$ cat config.mk
export PLATFORM = sky130hd
export DESIGN_NAME = systolic_ctrl_flat
export DESIGN_NICKNAME = d
export VERILOG_FILES = /design/src/rtl/systolic_ctrl_if.sv /design/src/rtl/systolic_ctrl.sv /design/src/flat_wrapper.sv
export SDC_FILE = /design/constraint.sdc
export NUM_CORES = 1
export LEC_CHECK = 0
export CAP_MARGIN = 25
export CORE_AREA = 4 4 102 104
export CTS_CLUSTER_DIAMETER = 80
export DETAILED_ROUTE_END_ITERATION = 10
export DIE_AREA = 0 0 106 108
export PLACE_DENSITY_LB_ADDON = 0.08
export REMOVE_ABC_BUFFERS = 1
export SETUP_SLACK_MARGIN = 0.2
export SLEW_MARGIN = 10
export SYNTH_ARGS = -nofsm -noshare
export SYNTH_HDL_FRONTEND = slang
export SYNTH_SLANG_ARGS = --single-unit
$ cat constraint.sdc
create_clock -name clk -period 3.15 [get_ports clk]
set_input_delay 0.315 -clock clk [delete_from_list [all_inputs] [get_ports clk]]
set_output_delay 0.315 -clock clk [all_outputs]
set_load 0.01 [all_outputs]
$ cat src/rtl/systolic_ctrl_if.sv
// Control bundle between the systolic-array sequencer and its requester.
// The slave side is the sequencer; the master side issues passes and drains rows.
interface systolic_ctrl_if #(
  parameter int N      = 4,
  parameter int KLEN_W = 8,
  parameter int IDX_W  = 8
);
  logic                 start;
  logic [KLEN_W-1:0]    k_len;
  logic                 busy;
  logic                 pe_clr;
  logic [N-1:0]         lane_vld;
  logic [N*IDX_W-1:0]   lane_k;
  logic                 out_valid;
  logic [$clog2(N)-1:0] out_row;
  logic                 out_ready;
  logic                 done;

  modport master (
    output start, k_len, out_ready,
    input  busy, pe_clr, lane_vld, lane_k,
    input  out_valid, out_row, done
  );

  modport slave (
    input  start, k_len, out_ready,
    output busy, pe_clr, lane_vld, lane_k,
    output out_valid, out_row, done
  );
endinterface

$ cat src/rtl/systolic_ctrl.sv
// Sequencer for an N x N output-stationary systolic array:
// clear, skewed feed plus drain, row readout, done pulse.
module systolic_ctrl #(
  parameter int ARRAY_SIZE = 4,
  parameter int KLEN_W     = 8,
  parameter int IDX_W      = 8
) (
  input logic          clk,
  input logic          rst,
  systolic_ctrl_if.slave ctl
);
  localparam int N  = ARRAY_SIZE;
  localparam int RW = $clog2(N);
  localparam logic [9:0]    DRAIN    = 10'(2*N-3);
  localparam logic [RW-1:0] LAST_ROW = RW'(N-1);

  typedef enum logic [2:0] {
    IDLE, CLEAR, COMPUTE, OUTPUT, FIN
  } state_e;

  state_e            state_q, state_d;
  logic [9:0]        t_q, t_d;
  logic [KLEN_W-1:0] k_q, k_d;
  logic [RW-1:0]     row_q, row_d;
  logic              clr_q;
  logic [9:0]        t_last;

  assign t_last = 10'(k_q) + DRAIN;

  always_ff @(posedge clk) begin
    if (rst) begin
      state_q <= IDLE;
      t_q     <= '0;
      k_q     <= '0;
      row_q   <= '0;
      clr_q   <= 1'b1;
    end else begin
      state_q <= state_d;
      t_q     <= t_d;
      k_q     <= k_d;
      row_q   <= row_d;
      clr_q   <= (state_d == CLEAR);
    end
  end

  always_comb begin
    state_d = state_q;
    t_d     = t_q;
    k_d     = k_q;
    row_d   = row_q;
    unique case (state_q)
      IDLE: begin
        if (ctl.start) begin
          state_d = CLEAR;
          k_d     = ctl.k_len;
          t_d     = '0;
          row_d   = '0;
        end
      end
      CLEAR: begin
        t_d     = '0;
        row_d   = '0;
        state_d = (k_q != '0) ? COMPUTE : OUTPUT;
      end
      COMPUTE: begin
        if (t_q == t_last) begin
          state_d = OUTPUT;
          t_d     = '0;
        end else begin
          t_d = t_q + 10'd1;
        end
      end
      OUTPUT: begin
        if (ctl.out_ready) begin
          if (row_q == LAST_ROW) begin
            state_d = FIN;
            row_d   = '0;
          end else begin
            row_d = row_q + 1'b1;
          end
        end
      end
      FIN:     state_d = IDLE;
      default: state_d = IDLE;
    endcase
  end

  // Lane i is live for k_reg cycles starting at t=i (diagonal skew).
  logic [N-1:0]       vld_w;
  logic [N*IDX_W-1:0] lk_w;

  for (genvar i = 0; i < N; i++) begin : g_lane
    logic [9:0] off;
    assign off = t_q - 10'(i);
    assign vld_w[i] = (state_q == COMPUTE)
                    && (t_q >= 10'(i))
                    && (off < 10'(k_q));
    assign lk_w[i*IDX_W +: IDX_W] =
      vld_w[i] ? IDX_W'(off) : '0;
  end

  assign ctl.busy      = (state_q != IDLE);
  assign ctl.pe_clr    = clr_q;
  assign ctl.lane_vld  = vld_w;
  assign ctl.lane_k    = lk_w;
  assign ctl.out_valid = (state_q == OUTPUT);
  assign ctl.out_row   = row_q;
  assign ctl.done      = (state_q == FIN);
endmodule

$ cat src/flat_wrapper.sv
// flat-port wrapper written by rule: the top's interface ports become plain ports
module systolic_ctrl_flat 
#(
  parameter int ARRAY_SIZE = 4,
  parameter int KLEN_W     = 8,
  parameter int IDX_W      = 8
)
  (clk, rst, ctl_start, ctl_k_len, ctl_out_ready, ctl_busy, ctl_pe_clr, ctl_lane_vld, ctl_lane_k, ctl_out_valid, ctl_out_row, ctl_done);
  systolic_ctrl_if #(.N((4)), .KLEN_W(KLEN_W), .IDX_W(IDX_W)) ctl_i ();
  input logic clk;
  input logic rst;
  input wire logic [$bits(ctl_i.start)-1:0] ctl_start;
  input wire logic [$bits(ctl_i.k_len)-1:0] ctl_k_len;
  input wire logic [$bits(ctl_i.out_ready)-1:0] ctl_out_ready;
  output wire logic [$bits(ctl_i.busy)-1:0] ctl_busy;
  output wire logic [$bits(ctl_i.pe_clr)-1:0] ctl_pe_clr;
  output wire logic [$bits(ctl_i.lane_vld)-1:0] ctl_lane_vld;
  output wire logic [$bits(ctl_i.lane_k)-1:0] ctl_lane_k;
  output wire logic [$bits(ctl_i.out_valid)-1:0] ctl_out_valid;
  output wire logic [$bits(ctl_i.out_row)-1:0] ctl_out_row;
  output wire logic [$bits(ctl_i.done)-1:0] ctl_done;
  assign ctl_i.start = ctl_start;
  assign ctl_i.k_len = ctl_k_len;
  assign ctl_i.out_ready = ctl_out_ready;
  assign ctl_busy = ctl_i.busy;
  assign ctl_pe_clr = ctl_i.pe_clr;
  assign ctl_lane_vld = ctl_i.lane_vld;
  assign ctl_lane_k = ctl_i.lane_k;
  assign ctl_out_valid = ctl_i.out_valid;
  assign ctl_out_row = ctl_i.out_row;
  assign ctl_done = ctl_i.done;
  systolic_ctrl #(.ARRAY_SIZE(ARRAY_SIZE), .KLEN_W(KLEN_W), .IDX_W(IDX_W)) u_core (.clk(clk), .rst(rst), .ctl(ctl_i));
endmodule
After elaboration in Yosys (flattened, before gate mapping)
Index checks and enable logic that the tools add are counted.
W data, S select, Z words.
Word-level totals
  bits in registers: 24
  input port bits: 12
Operators by class
  reduce and logical (&&, ||, !) cells: 16
  equality and inequality tests: 9
  add/subtract/negate cells: 6
  multiplexer cells: 17
  magnitude comparators: 8
Operator list (count)
  $lt A10 B8 Y1: 4
  $mux W8: 4
  $pmux W10 S3: 1
  $ge A10 B1 Y1 const B: 2
  $ge A10 B2 Y1 const B: 2
  $mux W10: 2
  $sub A10 B2 Y10 const B: 2
  $mux W3: 4
  $pmux W3 S4: 1
  $add A10 B1 Y10 const B: 1
  $eq A10 B10 Y1: 1
  $sub A10 B1 Y10 const B: 1
  $add A8 B3 Y9 const B: 1
  $reduce_bool A3 Y1: 3
  $logic_and A1 B1 Y1: 8
  $reduce_bool A8 Y1: 1
  $eq A3 B1 Y1 const B: 2
  $eq A3 B2 Y1 const B: 2
  $mux W2: 3
  $pmux W2 S3: 1
  $ne A2 B2 Y1 const B: 2
  $reduce_and A2 Y1: 2
  $eq A3 B3 Y1 const B: 1
  $logic_not A3 Y1: 1
  4 further kinds: 4

Depth between registers and ports, before layout
Gate-level depths: netlist (run 1).
  depth after elaboration: 5
  depth in mapped cells: 13
  mapped depth without buffers: 12

Least setup slack after synthesis (run 1)
OpenSTA, ideal clock, no wires.
  path kind: reg2out
  start: register u_core.t_q[2]
  end: output port ctl_lane_k[10]
  setup slack: -152 ps
  arrival time: 2987 ps
  required time: 2835 ps
  stages on the path, launching flop included: 13
  path through: dfxtp_1 -> buf_2 -> inv_1 -> ha_1 -> nor4b_1 -> nand2_1 -> nor2_1 -> xnor2_1 -> ha_1 -> nor2b_1 -> a2111oi_0 -> o21ai_1 -> nor3b_1
Between the ends
  word-level cells in the longest chain between the ends: 4
  elaborated cells between the ends (all ways): 6
  those cells by class: add/sub (1); order compare (2); mux (1); reduce/logical (2)
RTL lines
  start: declaration: RTL line systolic_ctrl.sv:22  | logic [9:0] t_q, t_d;
  start signal: assignment: RTL line systolic_ctrl.sv:39  | t_q <= t_d;
  $sub A10 B1 Y10 or $ge A10 B1 Y1 (tied branches): RTL line systolic_ctrl.sv:94, systolic_ctrl.sv:96
  $lt A10 B8 Y1 or $logic_and A1 B1 Y1 (tied branches): RTL line systolic_ctrl.sv:97, systolic_ctrl.sv:96
  $logic_and A1 B1 Y1: RTL line systolic_ctrl.sv:97  | && (off < 10'(k_q));
  $mux W8 (*): RTL line systolic_ctrl.sv:99  | vld_w[i] ? IDX_W'(off) : '0;
  end: declaration: RTL line flat_wrapper.sv:18  | output wire logic [$bits(ctl_i.lane_k)-1:0] ctl_lane_k;
Every way passes the cells marked *; elsewhere a longest branch is shown, timed or not.

Final worst setup path (run 1)
  start: register u_core.t_q[4]
  end: output port ctl_lane_k[26]
Between the ends
  word-level cells in the longest chain between the ends: 4
  elaborated cells between the ends (all ways): 6
  those cells by class: add/sub (1); order compare (2); mux (1); reduce/logical (2)
RTL lines (RTL line)
  $sub A10 B2 Y10 or $ge A10 B2 Y1 (tied branches): systolic_ctrl.sv:94, systolic_ctrl.sv:96
  $lt A10 B8 Y1 or $logic_and A1 B1 Y1 (tied branches): systolic_ctrl.sv:97, systolic_ctrl.sv:96
  $logic_and A1 B1 Y1 (*): systolic_ctrl.sv:97
  $mux W8 (*): systolic_ctrl.sv:99
Marks and branches as above.

==> impl_metrics.toml, run 1 <==
[status]
status = "finished, violations left"
violations = "negative setup slack"

[worst_setup_path]
required_ps = 2830
worst-path-buf-inv = 2
rr_worst_depth = 8
critPathMaxFanout = 5
cp.arrival_ps = 2880
worstSetupPathType = "flop to output pin"
r2r_start = "u_core.k_q[0]$_SDFFE_PP0P_"
crit_chain = "or4_4 > nor2_4 > xor2_2 > ha_1 > a21o_1 > a211oi_2 > nand3_2 > buf_6 > nor4_4 > buf_2"
crit_family = "simple AND/OR/NAND/NOR gates"
r2r-end = "u_core.t_q[5]$_SDFFE_PP0P_"
critPathLaunchType = "flop"
regToRegSetupSlack_ps = 650
max_stage_delay_ps = 560
cp-end-kind = "output pin"
slowest_stage = "or4_4"

[synth]
synth_area_leader_cell = "ha_1"
syn_avg_cell_area_sq_um = 7.50
syn-cell-area_sq_um = 2770
syn-instance-count = 369
synth.area.top_cells = "ha_1 (18%), dfxtp_1 (17%), xnor2_1 (6.3%)"
yosysWarnings = 0
ys_types = 49
synth_edf_count = 0
async_reset_ff_frac = 0
synthDominantCellAreaShare = 0.176
synth_seq_area_share = 0.174
ys.flop_type = "dfxtp_1"
synth_seq_cells = 24

[detailed_routing]
drt-pass1-iter-count = 4
drt_wl_total_mm = 11.1
detail_route.wl_per_cell_um = 17.2
route.detailed.drc = 0
wl_met1_mm = 4.93
antenna_left = 0
wl_met3_um = 424
wl_met2_mm = 5.51
num_vias = 3225
first_iter_violations = 77
highest_layer = "met4"
viasPerCell = 5.02

[grt]
grt_max_degree = 25
antenna_found_initial = 0
grt_overflow_total = 0
globalRouteTotalUtil = 0.188
grt_pass1_wl_mm = 17.1
grt_pass1_vias = 3210

[final_layout]
area_growth_pct = 69.3
fin_cells = 643
fin_nets = 562
antennaDiodeCount = 0
drive_above_1_share = 0.431
utilization = 0.490
stdcell_area_sq_um = 4680

[clocking]
htreeDepth = 1
cts_tree = "done"
cts_sinks = 24
cts_made_buffers = 3
clkTransAtPathRegs_ps = 90
root_buffer = "clkbuf_8"
clockBufferDepth = 2
clk_latency_ps = 270

[timing]
setup_violations = 2
timing.final.crit_share = 1.02
skew_ps = 5.25
rsz0062_at_grt = "true"
finalHoldViolCount = 0
setup_slack_ps = -48.7
tightest_slew_ps = 919
fmax_mhz = 313
slew_headroom = 0.386
period_minus_slack_ps = 3200
final-max-slew-violation-count = 0

[floorplan]
fp.dieW_um = 106
die_h_um = 108
dieArea_sq_um = 11400
ios = 54
rows = 36
coreArea_sq_um = 9550
start_util = 0.290

[placement]
dpl_cell_area_sq_um = 3880
dpl.hpwl_mm = 7.84
dp.cells = 603
port_buffers = 53
finalWeightedCongestion = 0.877

[min_path]
holdPathEnd = "u_core.ctl.out_row[1]$_SDFFE_PP0P_"
min_path_cells = 2
min_from = "u_core.ctl.out_row[1]$_SDFFE_PP0P_"
hold_class = "flop to flop"

[run]
cap_violations = 0

[power]
ir_drop_mv = 0.258
leakage_uw = 0.00199
power_density_nw_per_um2 = 211
-- sequential cells by signal, indices dropped and copies added (netlist names) --
signal,count
u_core.state_q,3
u_core.ctl.out_row,2
u_core.ctl.pe_clr,1
u_core.t_q,10
u_core.k_q,8
-- where the power goes --
group | switching, uW | total, uW | internal [uW] | leakage (uW)
Sequential | 18.4 | 334 | 315 | 0.000199
Combinational | 203 | 382 | 179 | 0.00175
Clock | 103 | 273 | 170 | 0.0000357
Total | 325 | 989 | 664 | 0.00199
-- worst min-delay path: stages, from the launching register on --
cell and delay (ps):
dfxtp_1 340, o21ai_0 70, a21oi_1 60
-- logic make-up (layout without fill, tap and decap cells) --
| family | count (synthesis) | after routing | share of synthesized area |
|---|---|---|---|
| muxes | 2 | 2 | 0.00724 |
| DFF | 24 | 24 | 0.174 |
| xor gates and xnor gates | 31 | 31 | 0.101 |
| adders and majority gates | 39 | 39 | 0.176 |
| buffers and inverters | 40 | 179 | 0.0620 |
| and+or+nand+nor | 148 | 148 | 0.280 |
| AOI/OAI and AO/OA | 85 | 87 | 0.200 |
-- cell usage after synthesis (3+ instances only) --
master and instances:
nor2b_1 7, nand3b_1 3, o21a_1 7, nand2_1 37
buf_2 5, a211o_1 3, nand3_1 16, a31oi_1 3
nor2_1 23, inv_1 18, a211oi_1 7, o211ai_1 7
o21ai_0 7, nor4_1 10, xor2_1 10, a21oi_1 32
clkbuf_1 12, dfxtp_1 24, a21o_1 5, and2_1 4
or4_1 3, ha_1 39, nor4b_1 3, nor3b_1 16
xnor2_1 20, nor3_1 17
-- worst max-delay path by stage --
stage,start,endpoint,cells after the start
6_report,u_core.t_q[4]$_SDFFE_PP0P_,ctl_lane_k[26],10
3_3_place_gp,u_core.t_q[2]$_SDFFE_PP0P_,ctl_lane_vld[1],13
5_1_grt,u_core.t_q[2]$_SDFFE_PP0P_,ctl_lane_k[26],11
4_1_cts,u_core.t_q[2]$_SDFFE_PP0P_,ctl_lane_k[26],11
3_5_place_dp,u_core.t_q[2]$_SDFFE_PP0P_,ctl_lane_vld[1],13
2_1_floorplan,u_core.t_q[2]$_SDFFE_PP0P_,ctl_lane_k[10],11
-- per-layer routing --
metal / track usage / vias up
li1: - / 1622
met1: 0.240 / 1510
met2: 0.337 / 76
met3: 0.0167 / 17
met4: 0.0592 / 0
met5: 0 / -
-- metrics by stage --
| stage | TNS (ps) | setup slack, ps | total power (uW) | hold slack [ps] |
|---|---|---|---|---|
| 6_report | -49.0 | -48.7 | 989 | 509 |
| 5_1_grt | -1210 | -176 | 1050 | 524 |
| 4_1_cts | -609 | -78.3 | 972 | 505 |
| 3_5_place_dp | -6140 | -439 | 656 | 488 |
| 3_3_place_gp | -4100 | -276 | 653 | 488 |
| 2_1_floorplan | -795 | -108 | 517 | 380 |
-- cells in the final DEF (no fill, tap or decap), types with 4 or more instances in the layout --
cell / Yosys / layout
a211oi_1: 7 / 6
a21o_1: 5 / 5
a21oi_1: 32 / 22
a21oi_2: 0 / 7
and2_1: 4 / 4
buf_2: 5 / 28
buf_4: 0 / 83
buf_6: 2 / 22
clkdlybuf4s50_1: 0 / 17
dfxtp_1: 24 / 19
dlygate4sd2_1: 0 / 4
ha_1: 39 / 32
ha_4: 0 / 7
inv_1: 18 / 16
nand2_1: 37 / 33
nand3_1: 16 / 14
nor2_1: 23 / 17
nor2_4: 0 / 4
nor2b_1: 7 / 5
nor3_1: 17 / 10
nor3_2: 0 / 6
nor3b_2: 0 / 15
nor4_1: 10 / 8
o211ai_1: 7 / 7
o21a_1: 7 / 7
o21ai_0: 7 / 5
xnor2_1: 20 / 16
xnor2_2: 1 / 5
xor2_1: 10 / 6
-- area by class of cell --
cell class / count / area [sq um]
multi-input cells: 307 / 2650
inverters: 20 / 75.1
clock inverters: 1 / 30.0
well taps: 133 / 166
repair buffers: 155 / 1230
fillers: 943 / 4870
flip-flops and latches: 24 / 492
clock buffers: 3 / 41.3
-- repair_timing --
item                                    in CTS  in global routing
gates cloned                                 2                  1
buffers inserted                            26                  7
resized for setup                          206                 59
hold buffers                                 0                  0
pin swaps                                   23                 20
hold endpoints to repair                     0                  0
endpoints found under the setup margin      36                 35
Note: power is estimated with default switching activity, not from simulation.
==> run 2: changes to the inputs <==
Settings changed: CORE_AREA 4 4 102 104 to 4 4 91 115, DIE_AREA 0 0 106 108 to 0 0 95 119.
==> run 2 against run 1 <==
Against the previous run:
- the flow now finishes without violations
- non-clock buffer count shrank 19
- final area shrank 7.1%
- clock-buffer cell count unchanged
- global-route usage grew 0.17 points
- flip-flop and latch count stayed put
- utilization is 2.8 points lower
- sequential power is essentially flat
- sequential share of layout area grew 0.69 points
- routed wire length shrank 4.6%
- critical path type unchanged
==> impl_metrics.toml, run 2 (synthesis gave the netlist of run 1 again) <==
[grt]
gr-usage-met2 = 0.318
grtUsageMet1 = 0.227
busiest_layer = "met2"
globalRouteTotalUtil = 0.190
grt_overflow_total = 0
grt_pass1_vias = 3187
antenna_found_initial = 0
use_met3 = 0.0171
grt_max_degree = 25
grt_pass1_wl_mm = 16.6

[worst_setup_path]
cp-end-kind = "output pin"
crit_chain = "buf_6 > or4_4 > nor2_4 > xor2_2 > ha_1 > a21o_1 > a211oi_2 > nand3_2 > buf_6 > nor3b_2 > buf_2"
worst-path-buf-inv = 3
cp.arrival_ps = 2790
crit_family = "simple AND/OR/NAND/NOR gates"
critPathMaxFanout = 4
required_ps = 2830
cp_common_cell = "buf_6"
worstSetupPathType = "flop to output pin"
max_stage_delay_ps = 490
critPathLaunchType = "flop"
slowest_stage = "or4_4"

[clocking]
holdBufCountCts = 0
htreeDepth = 1
cts_tree = "done"
clkTransAtPathRegs_ps = 60
clockBufferDepth = 2
cts_sinks = 24
clk_latency_ps = 270
cts_made_buffers = 3
root_buffer = "clkbuf_16"

[placement]
finalWeightedCongestion = 0.905
dpl_cell_area_sq_um = 3850
dpl.hpwl_mm = 7.98
pre_cts_ws_ps = -401
port_buffers = 53
dp.cells = 593

[timing]
final-max-slew-violation-count = 0
rsz0062_at_grt = "true"
timing.final.crit_share = 0.987
fmax_mhz = 322
setup_slack_ps = 40.0
tightest_slew_ps = 923
finalHoldViolCount = 0
setup_violations = 0
skew_ps = 3.66
tns_ps = 0
period_minus_slack_ps = 3110
slew_headroom = 0.382

[detailed_routing]
first_iter_violations = 117
drt-pass1-iter-count = 4
viasPerCell = 5.10
detail_route.wl_per_cell_um = 17.1
drt_wl_total_mm = 10.5
num_vias = 3144
route.detailed.drc = 0
antenna_left = 0

[power]
p_int_uw = 731
swShare = 0.308
total_power_uw = 1060
pwr-share-comb = 0.328
clkPwrFrac = 0.354
ir_drop_mv = 0.298
p_switching_uw = 325
leakage_uw = 0.00187
power_density_nw_per_um2 = 243
seqPwrFrac = 0.318

[final_layout]
area_growth_pct = 57.2
layout_common_cells = "buf_4 (72), nand2_1 (35), ha_1 (33), buf_2 (32), a21oi_1 (23)"
top_register = "u_core.t_q"
fin_nets = 542
fin_cells = 616
largest_reg_flops = 10
stdcell_area_sq_um = 4350
largestRegisters = "u_core.t_q (10), u_core.k_q (8), u_core.state_q (3)"
antennaDiodeCount = 0
final_common_cell = "buf_4"
drive_above_1_share = 0.390

[run]
cap_violations = 0

[floorplan]
dieArea_sq_um = 11300
start_util = 0.294
ios = 54
fp.dieW_um = 95
rows = 40
coreArea_sq_um = 9410
die_h_um = 119

[min_path]
hold_class = "flop to flop"

[status]
status = "complete, no violations"
run 2: changes by cell type in the layout (fill, tap and decap cells not counted), sizes merged:
cell / before / now
o21ai: 10 / 9
dlygate4sd2: 4 / 1
clkinv: 2 / 1
buf: 133 / 115
clkbuf: 3 / 5
clkinvlp: 0 / 1
run 2: final timing paths:
check                           cells after the start  slack, ps                               start                                  to
worst min register to register                      2        510  u_core.ctl.out_row[1]$_SDFFE_PP0P_  u_core.ctl.out_row[1]$_SDFFE_PP0P_
worst min-delay path                                2        510  u_core.ctl.out_row[1]$_SDFFE_PP0P_  u_core.ctl.out_row[1]$_SDFFE_PP0P_
worst max register to register                      8        580          u_core.k_q[1]$_SDFFE_PP0P_          u_core.t_q[6]$_SDFFE_PP0P_
worst max-delay path                               11         40          u_core.t_q[2]$_SDFFE_PP0P_                      ctl_lane_k[29]
run 2: cell type report:
cell class	count	area, sq um
clock buffers	3	75.1
clock inverters	1	30.0
inverters	20	78.8
well taps	126	158
flip-flops and latches	24	487
repair buffers	136	1020
multi-input cells	306	2500
fillers	982	5060
run 2: metal layers:
metal | routed length [um] | part of all wire | vias to the layer above
met2 | 5170 | 0.49 | 87
li1 | - | - | 1579
met3 | 408 | 0.039 | 28
met4 | 485 | 0.046 | 0
met5 | 0 | 0 | -
met1 | 4490 | 0.43 | 1450
run 2: tightest hold or removal path: stages (launching register included):
cell and delay, ps:
dfxtp_1 330, o21ai_0 80, a21oi_1 60
run 2: per-stage QoR:
stage           util  hold WS (ps)
2_1_floorplan      -           380
3_3_place_gp   0.409           487
3_5_place_dp   0.409           490
4_1_cts        0.439           503
5_1_grt        0.462           540
6_report       0.462           509
run 2: power by group through the flow:
stage | combinational (uW) | clock [uW] | sequential [uW]
3_3_place_gp | 304 | 0 | 342
4_1_cts | 327 | 382 | 335
3_5_place_dp | 307 | 0 | 342
6_report | 346 | 374 | 335
5_1_grt | 386 | 392 | 339
2_1_floorplan | 172 | 0 | 345
run 2: timing repair:
action / CTS / global route
pin swaps: 22 / 15
setup buffers: 13 / 4
gates resized for setup: 183 / 54
cloned: 2 / 0
endpoints found under the setup margin: 36 / 35
==> run 3: changes to the inputs <==
Settings changed: CORE_AREA 4 4 91 115 to 4 4 73 92, DIE_AREA 0 0 95 119 to 0 0 77 96.
==> run 3 against run 2 <==
Against the previous run:
- the run now ends with negative setup slack left
- total power fell by 13%
- clock skew rose by 2.7 ps
- die area fell by 35%
- critical path type unchanged
- critical endpoint is now ctl_lane_k[8]
==> impl_metrics.toml, run 3 (synthesis gave the netlist of run 1 again) <==
[worst_setup_path]
cp.arrival_ps = 2950
worstSetupPathType = "flop to output pin"
critPathLaunchType = "flop"
required_ps = 2830
crit_start = "u_core.t_q[4]$_SDFFE_PP0P_"
max_stage_delay_ps = 370
rr_worst_depth = 8
r2r_start = "u_core.k_q[1]$_SDFFE_PP0P_"
crit_chain = "nor4_2 > buf_4 > nand2_2 > xnor2_2 > ha_1 > a21oi_2 > nor2b_4 > a2111oi_4 > o21ai_2 > buf_6 > nor3_1 > buf_2"
slowest_stage = "dfxtp_4"
critPathMaxFanout = 4
cp-end-kind = "output pin"

[detailed_routing]
wl_met3_um = 552
wl_met1_mm = 4.00
highest_layer = "met4"
viasPerCell = 6.00
detail_route.wl_per_cell_um = 18.3
first_iter_violations = 119
wl_met2_mm = 5.01
num_vias = 3335
route.detailed.drc = 0
drt_wl_total_mm = 10.2
drt-pass1-iter-count = 4
antenna_left = 0

[floorplan]
rows = 31
die_h_um = 96
start_util = 0.479
dieArea_sq_um = 7390
fp.dieW_um = 77
ios = 54
coreArea_sq_um = 5780

[timing]
fmax_mhz = 307
skew_ps = 6.38
timing.final.crit_share = 1.04
finalHoldViolCount = 0
final-max-slew-violation-count = 0
tightest_slew_ps = 887
setup_violations = 11
tns_ps = -800
slew_headroom = 0.407
period_minus_slack_ps = 3260
setup_slack_ps = -112
rsz0062_at_grt = "true"

[final_layout]
utilization = 0.738
largest_reg_flops = 10
antennaDiodeCount = 0
drive_above_1_share = 0.400
layout_common_cells = "buf_4 (73), nand2_1 (34), ha_1 (34), buf_2 (32), a21oi_1 (22)"
top_register = "u_core.t_q"
fin_nets = 542
stdcell_area_sq_um = 4260
largestRegisters = "u_core.t_q (10), u_core.k_q (8), u_core.state_q (3)"
final_common_cell = "buf_4"
area_growth_pct = 54.1

[placement]
finalWeightedCongestion = 0.948
dpl.hpwl_mm = 6.96
dpl_cell_area_sq_um = 3670
port_buffers = 53

[grt]
globalRouteTotalUtil = 0.262
grt_max_degree = 25
antenna_found_initial = 0
grt_pass1_vias = 3295
grt_pass1_wl_mm = 15.5
grt_overflow_total = 0

[clocking]
clk_latency_ps = 270
cts_tree = "done"
cts_made_buffers = 3
root_buffer = "clkbuf_8"
htreeDepth = 1
clockBufferDepth = 2
clkTransAtPathRegs_ps = 90
cts_sinks = 24

[status]
status = "finished, violations left"
violations = "negative setup slack"

[min_path]
hold_class = "flop to flop"
min_from = "u_core.ctl.out_row[1]$_SDFFE_PP0P_"
min_path_cells = 2

[power]
power_density_nw_per_um2 = 214
ir_drop_mv = 0.286
leakage_uw = 0.00185
total_power_uw = 913

[run]
cap_violations = 0
[run 3: metal layers]
| layer | vias to the layer above | GRT usage |
|---|---|---|
| li1 | 1581 | - |
| met1 | 1564 | 0.282 |
| met2 | 141 | 0.494 |
| met3 | 49 | 0.0337 |
| met4 | 0 | 0.153 |
| met5 | - | 0 |
[run 3: power by group]
part	internal (uW)	switching (uW)	leakage, uW
Combinational	167	193	0.00162
Clock	112	106	0.0000288
Sequential	315	20.3	0.000199
[run 3: layout make-up]
| type | count | area (sq um) |
|---|---|---|
| Inverter | 20 | 77.6 |
| Sequential cell | 24 | 492 |
| Clock buffer | 4 | 55.1 |
| Tap cell | 66 | 82.6 |
| Timing Repair Buffer | 136 | 1030 |
| Fill cell | 453 | 1520 |
| Multi-Input combinational cell | 306 | 2530 |
[run 3: repair_timing]
item	4_1_cts	5_1_grt
resized for setup	170	80
setup endpoints to repair	36	36
setup buffers	23	6
pin swaps	8	40
hold buffers	0	0
gates cloned	1	2
[run 3: worst max-delay path: cells and delay by family (launching register included)]
family,cells,cell delay [ps]
AOI/OAI and AO/OA,3,700
and+or+nand+nor,4,620
buffers and inverters,3,490
DFF,1,370
adders and majority gates,1,340
xor gates and xnor gates,1,160
[run 3: stage by stage]
step / instances / worst slack [ps] / hold slack [ps]
final: 556 / -112 / 504
after global routing: 556 / -165 / 557
after global placement: 520 / -210 / 498
after floorplan: 349 / -108 / 380
after CTS: 548 / -31.0 / 513
after detailed placement: 520 / -335 / 499
[run 3: path summary, 6_finish.rpt]
kind                                        endpoint  slack (ps)
setup / recovery                       ctl_lane_k[8]        -110
hold reg to reg   u_core.ctl.out_row[1]$_SDFFE_PP0P_         500
hold / removal    u_core.ctl.out_row[1]$_SDFFE_PP0P_         500
setup reg to reg          u_core.t_q[5]$_SDFFE_PP0P_         590
